===== src/rtl/uart_tx_piso.sv =====
`default_nettype none
// ============================================================================
// Module      : uart_tx_piso
// Description : 8E1/8O1 UART transmitter. Accepts a byte on tx_start while
//               idle and shifts out start, 8 data bits (LSB first), parity
//               and stop, each held for CLKS_PER_BIT clocks.
// Revision    : 1.0 - initial release
// ============================================================================
module uart_tx_piso #(
    parameter int CLKS_PER_BIT = 868,
    parameter int PARITY_ODD   = 0
) (
    input  logic       clk,
    input  logic       rst,
    input  logic       tx_start,
    input  logic [7:0] tx_data,
    output logic       tx_out,
    output logic       tx_busy,
    output logic       tx_done
);

    localparam int                  c_BAUD_W   = (CLKS_PER_BIT > 1) ? $clog2(CLKS_PER_BIT) : 1;
    localparam logic [c_BAUD_W-1:0] c_BAUD_MAX = c_BAUD_W'(CLKS_PER_BIT - 1);
    localparam logic [c_BAUD_W-1:0] c_BAUD_ONE = c_BAUD_W'(1);
    localparam logic [c_BAUD_W-1:0] c_BAUD_ZERO = '0;
    localparam logic                c_PAR_INV  = (PARITY_ODD != 0);

    localparam logic [2:0] c_IDLE   = 3'd0;
    localparam logic [2:0] c_START  = 3'd1;
    localparam logic [2:0] c_DATA   = 3'd2;
    localparam logic [2:0] c_PARITY = 3'd3;
    localparam logic [2:0] c_STOP   = 3'd4;

    logic [2:0]          r_state;
    logic [2:0]          w_state_next;
    logic [c_BAUD_W-1:0] r_baud;
    logic [c_BAUD_W-1:0] w_baud_next;
    logic [2:0]          r_bit_idx;
    logic [2:0]          w_bit_idx_next;
    logic [7:0]          r_shift;
    logic [7:0]          w_shift_next;
    logic                r_parity;
    logic                w_parity_next;
    logic                r_tx_out;
    logic                w_tx_out_next;
    logic                r_tx_done;
    logic                w_tx_done_next;
    logic                w_baud_wrap;

    assign w_baud_wrap = (r_baud == c_BAUD_MAX);

    // Next-state, datapath and next-output decode. The serial line value is
    // derived from the *next* state so that the registered tx_out changes on
    // exactly the same edge as the state it belongs to.
    always_comb begin
        w_state_next   = r_state;
        w_shift_next   = r_shift;
        w_parity_next  = r_parity;
        w_bit_idx_next = r_bit_idx;
        w_tx_done_next = 1'b0;

        case (r_state)
            c_IDLE: begin
                if (tx_start) begin
                    w_state_next  = c_START;
                    w_shift_next  = tx_data;
                    // Parity is frozen at acceptance because the shift
                    // register no longer holds the whole byte later on.
                    w_parity_next = (^tx_data) ^ c_PAR_INV;
                end
            end
            c_START: begin
                if (w_baud_wrap) begin
                    w_state_next = c_DATA;
                end
            end
            c_DATA: begin
                if (w_baud_wrap) begin
                    if (r_bit_idx == 3'd7) begin
                        w_state_next = c_PARITY;
                    end else begin
                        w_shift_next   = {1'b0, r_shift[7:1]};
                        w_bit_idx_next = r_bit_idx + 3'd1;
                    end
                end
            end
            c_PARITY: begin
                if (w_baud_wrap) begin
                    w_state_next = c_STOP;
                end
            end
            c_STOP: begin
                if (w_baud_wrap) begin
                    w_state_next   = c_IDLE;
                    w_tx_done_next = 1'b1;
                end
            end
            default: begin
                w_state_next = c_IDLE;
            end
        endcase

        // Bit index is only meaningful inside DATA; it restarts on entry.
        if (w_state_next != c_DATA || r_state != c_DATA) begin
            if (w_state_next != r_state) begin
                w_bit_idx_next = 3'd0;
            end
        end

        // Baud counter restarts on every state change and on wrap, and is
        // held at zero while idle.
        if (r_state == c_IDLE || w_state_next != r_state || w_baud_wrap) begin
            w_baud_next = c_BAUD_ZERO;
        end else begin
            w_baud_next = r_baud + c_BAUD_ONE;
        end

        case (w_state_next)
            c_START:  w_tx_out_next = 1'b0;
            c_DATA:   w_tx_out_next = w_shift_next[0];
            c_PARITY: w_tx_out_next = w_parity_next;
            default:  w_tx_out_next = 1'b1;
        endcase
    end

    // State, counters, shift register and registered outputs.
    always_ff @(posedge clk) begin
        if (rst) begin
            r_state   <= c_IDLE;
            r_baud    <= c_BAUD_ZERO;
            r_bit_idx <= 3'd0;
            r_shift   <= 8'd0;
            r_parity  <= 1'b0;
            r_tx_out  <= 1'b1;
            r_tx_done <= 1'b0;
        end else begin
            r_state   <= w_state_next;
            r_baud    <= w_baud_next;
            r_bit_idx <= w_bit_idx_next;
            r_shift   <= w_shift_next;
            r_parity  <= w_parity_next;
            r_tx_out  <= w_tx_out_next;
            r_tx_done <= w_tx_done_next;
        end
    end

    assign tx_out  = r_tx_out;
    assign tx_busy = (r_state != c_IDLE);
    assign tx_done = r_tx_done;

endmodule
`default_nettype wire

===== config.mk =====
export PLATFORM = sky130hd
export DESIGN_NAME = uart_tx_piso
export DESIGN_NICKNAME = d
export VERILOG_FILES = /design/src/rtl/uart_tx_piso.sv
export SDC_FILE = /design/constraint.sdc
export NUM_CORES = 1
export LEC_CHECK = 0
export BUFFER_PORTS_ARGS = -buffer_cell sky130_fd_sc_hd__buf_2
export CORE_MARGIN = 4
export CORE_UTILIZATION = 40
export CTS_CLUSTER_DIAMETER = 60
export CTS_CLUSTER_SIZE = 30
export DETAILED_ROUTE_END_ITERATION = 16
export PLACE_DENSITY_LB_ADDON = 0.08
export RECOVER_POWER = 50
export SLEW_MARGIN = 20
export SYNTH_ARGS = -nofsm -noshare
export SYNTH_HDL_FRONTEND = slang
export SYNTH_SLANG_ARGS = --single-unit

===== constraint.sdc =====
create_clock -name clk -period 2.2 [get_ports clk]
set_input_delay 0 -clock clk [delete_from_list [all_inputs] [get_ports clk]]
set_output_delay 0 -clock clk [all_outputs]
set_load 0.05 [all_outputs]

==> impl_metrics.toml <==
[clock_tree]
cts_made_buffers = 3
clock_latency_ns = 0.33
clk_path_buf_depth = 2
cts_sinks = 27
cts_tree = "built"
path_clk_slew_ns = 0.15
htreeDepth = 1
cts_root_buf = "clkbuf_4"

[final_layout]
n_antenna_cell = 0
layout_common_cells = "dfxtp_1, nor2_1, nand2_1, xnor2_1, buf_2"
fin_nets = 185
syn_to_final_growth_pct = 22.22
final_common_cell = "dfxtp_1"
layout-drive-gt1-share_pct = 19.88

[worst_setup_path]
cp-start-kind = "flop"
worstPathMaxFanout = 5
end_kind = "flop"
required_ns = 2.43
critical_path_class = "flop to flop"
r2r_setup_slack_ns = 0.13
arrival_ns = 2.29

[global_route]
grt_max_degree = 17
grt_pass1_wl_um = 4526
overflow = 0
track_usage_pct = 13.63
antenna_found_initial = 0
grt_pass1_vias = 1014

[placed_design]
post-place-ws_ns = -0.06613
place.gp.congestion = 0.7689
port_buffers = 13
dp_hpwl_um = 1849

[die]
ios = 14
dieWidth_um = 64.90
start_util_pct = 42.07
core_area_mm2 = 0.003078
die_h_um = 64.90
dieArea_mm2 = 0.004212
row_count = 20

[job]
timing.max_cap.violations = 0

[sta]
fin_crit_ns = 2.066
report.final.slew_viol_count = 0
grt_setup_unrepaired = "no"
finalCritPeriodShare_pct = 93.90
worst_slack_ns = 0.1342
hold_violations = 0
slew_headroom_pct = 60.70
hold-worst-slack_ns = 0.03081
tightest_slew_ns = 0.5920
clock_skew_ns = 0.01453
fmax_mhz = 484.1
setup_viol = 0

[drt]
first_pass_iters = 4
dr.first_iter.drc_count = 34
vias = 1060
viasPerCell = 4.930
wl_per_cell_um = 11.53
ant_nets = 0
routed_wirelength_um = 2479
drc = 0

[synthesis]
syn_area_per_cell_um2 = 9.056
synth.distinct_cells = 39
synth_cells = 143
syn-num-nets = 156
ys_warn_count = 0
syn_area_mm2 = 0.001295
synth-seq-cells = 27
yosysSeqAreaShare_pct = 41.74

[status]
status = "completed"

[power]
power_uw = 859.3
irDropWorstVdd_uv = 256.8
cellLeakagePower_uw = 0.0006024
powerDensity_mw_per_mm2 = 542.9

[min_path]
holdCritPathClass = "input port to flop"
-- cell type report --
class                           count  area [µm²]
Tap cell                           44       55.05
Multi-Input combinational cell    106       737.0
Sequential cell                    27       540.5
Clock inverter                      1       7.507
Clock buffer                        3       22.52
Timing Repair Buffer               29       201.4
Fill cell                         309        1495
Inverter                            5       18.77
-- Yosys cell counts, drive strengths merged --
cell	number	area share, %
o211ai	1	0.58
nand4	2	0.97
nand3	5	1.9
nor4	2	2.6
or4b	1	1.1
mux2i	2	1.5
xor2	6	4.1
nor2	23	6.7
and4	1	0.68
nor3b	1	0.58
o311a	1	0.77
a211o	1	0.68
inv	5	1.4
and3	4	2.0
o21ba	1	0.77
or3b	1	0.68
and2	1	0.48
a21oi	8	3.1
nor3	1	1.3
o21ai	2	0.77
buf	2	0.97
clkbuf	3	0.87
or3	2	0.97
ha	2	1.9
dfxtp	27	42
o31ai	1	0.58
o22ai	1	0.48
nand2	11	3.2
nand3b	1	0.58
xnor2	10	6.8
nor4b	1	0.68
a22o	1	0.68
a2111oi	1	1.2
a22oi	7	4.1
a211oi	4	2.7
-- where the power goes --
part	switching (µW)	internal, µW	total [µW]	leakage, µW
clock network	149	69.6	219	0.0000139
registers	8.85	506	514	0.000220
logic	68.2	57.9	126	0.000369
-- state kept, by name (all words and copies together), names as in the netlist --
| name | count |
|---|---|
| tx_done | 1 |
| r_shift | 8 |
| r_bit_idx | 3 |
| r_baud | 10 |
| r_parity | 1 |
| r_state | 3 |
| tx_out | 1 |
-- kinds of logic (layout without fill, tap and decap cells) --
kind of cell             Yosys count  in the layout  synth area share, %
adder cells (fa/ha/maj)            2              2                1.932
buffers and inverters             10             38                3.285
AND/OR/NAND/NOR                   57             57                24.35
flip-flops                        27             27                41.74
AO/OA/AOI/OAI                     29             29                16.33
multiplexers                       2              2                1.546
XOR/XNOR                          16             16                10.82
-- layer usage --
layer	track usage, %	wire [µm]	up-vias
met5	0	0	-
met4	5.541	45	0
met3	2.080	105	5
met2	20.56	1085	21
met1	19.23	1242	473
li1	-	-	561
-- worst paths after layout --
path / start / end / cells after the start
hold reg to reg: r_bit_idx[2]$_SDFF_PP0_ / r_bit_idx[2]$_SDFF_PP0_ / 2
hold / removal: tx_data[0] / r_shift[0]$_SDFF_PP0_ / 4
setup reg to reg: r_baud[1]$_SDFF_PP0_ / tx_out$_SDFF_PP1_ / 6
setup / recovery: r_baud[1]$_SDFF_PP0_ / tx_out$_SDFF_PP1_ / 6
-- metrics by stage --
stage	utilization (%)	setup TNS (ns)	cell area (µm²)	std cells
after global routing	51.42	0	1583	215
final	51.42	0	1583	215
after floorplan	-	0	1295	143
after CTS	50.73	0	1562	213
after detailed placement	46.87	-0.08064	1443	201
after global placement	46.87	0	1443	201
-- critical path: stages (launching register included) --
cell and delay [ns]:
dfxtp_1 0.37, ha_1 0.16, or4b_4 0.53, o311a_1 0.39, a211oi_2 0.27, or3_1 0.16
o211ai_1 0.07
-- what timing repair did --
item / in CTS / in global routing
gates cloned: 0 / 0
setup buffers: 0 / 2
gates resized for setup: 1 / 2
hold buffers: 8 / 0
endpoints found under the hold margin: 8 / 0
setup endpoints to repair: 8 / 9
pin swaps: 0 / 4
Power figures use the tool's default switching activity.
